`src/rtl/fifo_pkg.sv`:
```
// Shared helpers for the dual-clock FIFO pointer controllers (write and read side).
// Gray/binary conversions operate on zero-extended values up to 32 bits wide.
package fifo_pkg;

    function automatic int fifo_depth(input int addr_width);
        return 1 << addr_width;
    endfunction

    function automatic logic [31:0] bin2gray(input logic [31:0] b);
        return b ^ (b >> 1);
    endfunction

    // Upper zero bits leave the prefix XOR unchanged, so any narrower width works.
    function automatic logic [31:0] gray2bin(input logic [31:0] g);
        logic [31:0] b;
        b[31] = g[31];
        for (int i = 30; i >= 0; i--)
            b[i] = b[i+1] ^ g[i];
        return b;
    endfunction

endpackage

```
`src/rtl/wr_contrl_sync_ptr_sync.sv`:
```
// Multi-flop synchronizer for a Gray pointer crossing into this clock domain.
// Used on r_ptr here and on w_ptr in the read-side controller.
module ptr_sync #(
    parameter int WIDTH  = 5,
    parameter int STAGES = 2
) (
    input  logic             clk,
    input  logic             rst,
    input  logic [WIDTH-1:0] d,
    output logic [WIDTH-1:0] q
);

    logic [STAGES-1:0][WIDTH-1:0] sync_q;

    always_ff @(posedge clk or posedge rst) begin
        if (rst)
            sync_q <= '0;
        else
            sync_q <= {sync_q[STAGES-2:0], d};
    end

    assign q = sync_q[STAGES-1];

endmodule

```
`src/rtl/wr_contrl_sync.sv`:
```
// Write-side pointer controller of the dual-clock FIFO: owns the write pointer,
// synchronizes the read pointer and produces full / almost-full / free / overflow.
module wr_contrl_sync
    import fifo_pkg::*;
#(
    parameter int ADDR_WIDTH   = 4,
    parameter int AFULL_THRESH = 2,
    parameter int SYNC_STAGES  = 2
) (
    input  logic                  w_clk,
    input  logic                  w_rst,
    input  logic                  winc,
    input  logic                  ovf_clr,
    input  logic [ADDR_WIDTH:0]   r_ptr,
    output logic [ADDR_WIDTH:0]   w_ptr,
    output logic [ADDR_WIDTH-1:0] waddr,
    output logic                  wclken,
    output logic                  wfull,
    output logic                  walmost_full,
    output logic [ADDR_WIDTH:0]   wfree,
    output logic                  woverflow
);

    localparam int            PW      = ADDR_WIDTH + 1;
    localparam int            DEPTH   = fifo_depth(ADDR_WIDTH);
    localparam logic [PW-1:0] DEPTH_P = PW'(DEPTH);
    localparam logic [PW-1:0] AFULL_P = PW'(AFULL_THRESH);

    logic [PW-1:0] bn_ptr;
    logic [PW-1:0] bn_next;
    logic [PW-1:0] g_next;
    logic [PW-1:0] rq_ptr;
    logic [PW-1:0] rq_bin;
    logic [PW-1:0] used_next;
    logic [PW-1:0] free_next;
    logic          full_next;

    ptr_sync #(.WIDTH(PW), .STAGES(SYNC_STAGES)) u_rsync (
        .clk (w_clk),
        .rst (w_rst),
        .d   (r_ptr),
        .q   (rq_ptr)
    );

    assign wclken = winc & ~wfull & ~w_rst;
    assign waddr  = bn_ptr[ADDR_WIDTH-1:0];

    assign bn_next = bn_ptr + PW'(wclken);
    assign g_next  = PW'(bin2gray(32'(bn_next)));
    assign rq_bin  = PW'(gray2bin(32'(rq_ptr)));

    // Full when the write pointer is exactly one lap ahead of the synced read pointer.
    assign full_next = (g_next == {~rq_ptr[PW-1:PW-2], rq_ptr[PW-3:0]});
    assign used_next = bn_next - rq_bin;
    assign free_next = DEPTH_P - used_next;

    always_ff @(posedge w_clk or posedge w_rst) begin
        if (w_rst) begin
            bn_ptr       <= '0;
            w_ptr        <= '0;
            wfull        <= 1'b0;
            walmost_full <= 1'b0;
            wfree        <= DEPTH_P;
            woverflow    <= 1'b0;
        end else begin
            bn_ptr       <= bn_next;
            w_ptr        <= g_next;
            wfull        <= full_next;
            wfree        <= free_next;
            walmost_full <= (free_next <= AFULL_P);
            woverflow    <= (winc & wfull) | (woverflow & ~ovf_clr);
        end
    end

endmodule

```
`config.mk`:
```
export PLATFORM = sky130hd
export DESIGN_NAME = wr_contrl_sync
export DESIGN_NICKNAME = d
export VERILOG_FILES = /design/src/rtl/fifo_pkg.sv /design/src/rtl/wr_contrl_sync_ptr_sync.sv /design/src/rtl/wr_contrl_sync.sv
export SDC_FILE = /design/constraint.sdc
export NUM_CORES = 1
export LEC_CHECK = 0
export ABC_AREA = 1
export BUFFER_PORTS_ARGS = -buffer_cell sky130_fd_sc_hd__clkbuf_2
export CAP_MARGIN = 25
export CORE_ASPECT_RATIO = 0.9
export CORE_MARGIN = 2
export CORE_UTILIZATION = 45
export DETAILED_ROUTE_END_ITERATION = 6
export PLACE_DENSITY_LB_ADDON = 0.25
export SYNTH_ARGS = -nofsm -noshare
export SYNTH_HDL_FRONTEND = slang
export SYNTH_SLANG_ARGS = --single-unit
```
`constraint.sdc`:
```
create_clock -name w_clk -period 3 [get_ports w_clk]
set_input_delay 0.15 -clock w_clk [delete_from_list [all_inputs] [get_ports w_clk]]
set_output_delay 0.15 -clock w_clk [all_outputs]
set_load 0.02 [all_outputs]
```
==> flow_metrics.tcl <==
set metrics [dict create \
    die-area_sq_um 3243 \
    cp.buffers_inverters 4 \
    synth_ff_type "dfrtp_1" \
    rsz0062_at_grt "no" \
    cts_tree "done" \
    final-setup-viol-count 0 \
    wl_per_cell_um 11.22 \
    async_flop_share_pct 100.0 \
    antenna_found_initial 0 \
    ys_types 21 \
    area_growth_pct 21.63 \
    grt_pass1_wl_um 3829 \
    slew_headroom_pct 77.77 \
    row_count 18 \
    drv_cap 0 \
    max_stage_delay_ns 0.53 \
    drive_gt1_share_pct 31.14 \
    post-route-drc-count 0 \
    grt_pass1_vias 865 \
    htree_num_levels 1 \
    outcome "complete, no violations" \
    avgSynthCellArea_sq_um 9.702 \
    syn_inst 130 \
    drtIter0Drc 29 \
    cts.sinks 27 \
    crit_arrival_ns 3.14 \
    synthMuxAreaShare_pct 0 \
    dpl.hpwl_um 1697 \
    critPathSlowestCell "dlygate4sd3_1" \
    ys_top_cells_by_area "dfrtp_1 52%, nand2_1 9.8%, ha_1 7.9%" \
    totalWireLength_um 2210 \
    synthSimpleGateAreaFrac_pct 26.19 \
    vias 972 \
    core_region_area_sq_um 2703 \
    synth_top_cells_by_count "33 x nand2_1, 26 x dfrtp_1, 13 x inv_1, 13 x nand3_1, 10 x nand2_2" \
    die-height_um 54.23 \
    io_buffers 26 \
    path_class "primary input to register" \
    min_path_type "primary input to register" \
    finalHoldViolations 0 \
    cts.path.max_buffers 2 \
    crit_path_max_fanout 5 \
    synth_compound_area_share_pct 2.282 \
    avgViaCountPerCell 4.934 \
    cp.required_ns 3.27 \
    gp_congestion 0.8608 \
    synth_edf_count 0 \
    overflow 0 \
    p_leak_nw 0.8088 \
    antennaDiodeCount 0 \
    total_power_mw 1.573 \
    drv_slew 0 \
    clock-root-buffer "clkbuf_4" \
    initial_utilization_pct 46.67 \
    grt_usage_pct 16.16 \
    synthXorXnorAreaFrac_pct 2.679 \
    antenna_left 0 \
    synth_fa_ha_area_share_pct 9.524 \
    tightest_slew_ns 0.3335 \
    setup_tns_ns 0 \
    whs_ns 0.04550 \
    ys_warn_count 0 \
    clk_pin_slew_worst_paths_ns 0.14 \
    dieWidth_um 59.81 \
    layout_min_cycle_time_ns 2.871 \
    fill_cells 246 \
    dr.pass1.iters 4 \
    post-route-period-util_pct 95.70 \
    worst_clock_skew_ns 0.0009434 \
    numCtsBuffers 3 \
    cts_setup_buffers 0 \
    synth_area_sq_um 1261 \
    path_cells "dlygate4sd3_1 -> clkbuf_2 -> clkinvlp_4 -> nand2_1 -> nor2_1 -> ha_2 -> ha_1 -> inv_1 -> ha_1 -> ha_1 -> fa_1 -> xor2_1 -> a211o_1 -> a21oi_1" \
    ir_drop_mv 0.5905 \
    cp_common_cell "ha_1" \
    yosysTopAreaCell "dfrtp_1" \
    ys_seq_area_share_pct 53.67 \
    synth_top_family_by_area "simple AND/OR/NAND/NOR gates" \
    synth_fp_nets 148 \
    ys_ff_latch 27 \
    crit_path_start_kind "primary input" \
    synth_most_common_cell "nand2_1" \
    grt_max_degree 28 \
    yosysTopAreaCellShare_pct 51.59 \
    nets 186 \
    p_per_area_nw_per_um2 1025 \
    io_pins 27 \
    endpoint_kind "register" \
    clk_latency_ns 0.33 \
    clock.fmax_ghz 0.3483 \
    crit_family "adder cells" \
]
==> registers in the layout (all words and copies together), names as in the netlist <==
signal / count
bn_ptr: 5
u_rsync.q: 5
u_rsync.sync_q: 5
wfree: 5
w_ptr: 4
walmost_full: 1
wfull: 1
woverflow: 1
==> cells in the final DEF, fill, tap and decap left out, drive strengths merged, types with 3 or more instances in the layout <==
cell         synthesis  final
ha                   8      8
a21oi                3      3
dlygate4sd3          0      7
clkbuf               0     29
inv                 16     15
nand2               43     43
nor2                 5      5
dfrtp               26     26
nand4                4      4
nand3               13     13
xor2                 3      3
==> what timing repair did <==
item | CTS | global route
hold endpoints to repair | 32 | 0
resized for setup | 0 | 2
hold buffers | 7 | 0
setup endpoints to repair | 0 | 2
==> cell families after synthesis <==
| logic type | count (synthesis) |
|---|---|
| and+or+nand+nor | 69 |
| DFF | 27 |
| buffers and inverters | 17 |
| adders and majority gates | 9 |
| AOI/OAI and AO/OA | 5 |
| xor gates and xnor gates | 3 |
==> cell type report <==
cell class	count	area [sq um]	share of cell area, %
Timing Repair Buffer	34	207.7	13.54
Clock buffer	3	22.52	1.468
Inverter	16	63.81	4.160
Tap cell	30	37.54	2.447
Clock inverter	1	7.507	0.4894
Multi-Input combinational cell	86	518.0	33.77
Sequential cell	27	676.9	44.13
==> worst min-delay path, stage by stage <==
cell      delay (ns)
clkbuf_2        0.09
nand2_1         0.04
o21ai_0         0.06
==> metal layers <==
| metal | share of wire (%) | wire length [um] | global-route usage (%) |
|---|---|---|---|
| met1 | 48 | 1057 | 21.87 |
| met2 | 45 | 1001 | 25.36 |
| met3 | 5.7 | 125 | 4.965 |
| met4 | 1.1 | 25 | 4.444 |
| met5 | 0 | 0 | 0 |
==> final timing paths <==
check | slack, ns | startpoint | cells after the start | end
worst max-delay path | 0.13 | w_rst | 14 | walmost_full
worst min-delay path | 0.05 | winc | 3 | woverflow
worst max register to register | 0.27 | wfull | 10 | walmost_full
worst min register to register | 0.36 | u_rsync.sync_q[4] | 0 | u_rsync.q[4]
max in group asynchronous | 2.26 | w_rst | 4 | wfree[4]
min in group asynchronous | 0.44 | w_rst | 4 | wfull
==> power by group <==
group,leakage [nW],internal [mW],switching [mW]
Sequential,0.322,0.486,0.0676
Clock,0.0139,0.0511,0.110
Combinational,0.472,0.313,0.545
Total,0.809,0.850,0.723
==> per-stage QoR <==
| step | worst slack, ns | instance area (sq um) | util, % | instances |
|---|---|---|---|---|
| global route | 0.01641 | 1534 | 56.76 | 197 |
| floorplan | 0.08796 | 1265 | - | 130 |
| CTS | 0.1575 | 1529 | 56.57 | 197 |
| global placement | 0.4221 | 1429 | 52.87 | 186 |
| detailed placement | 0.2954 | 1429 | 52.87 | 186 |
| finish | 0.1289 | 1534 | 56.76 | 197 |
Note: power is estimated with default switching activity, not from simulation.
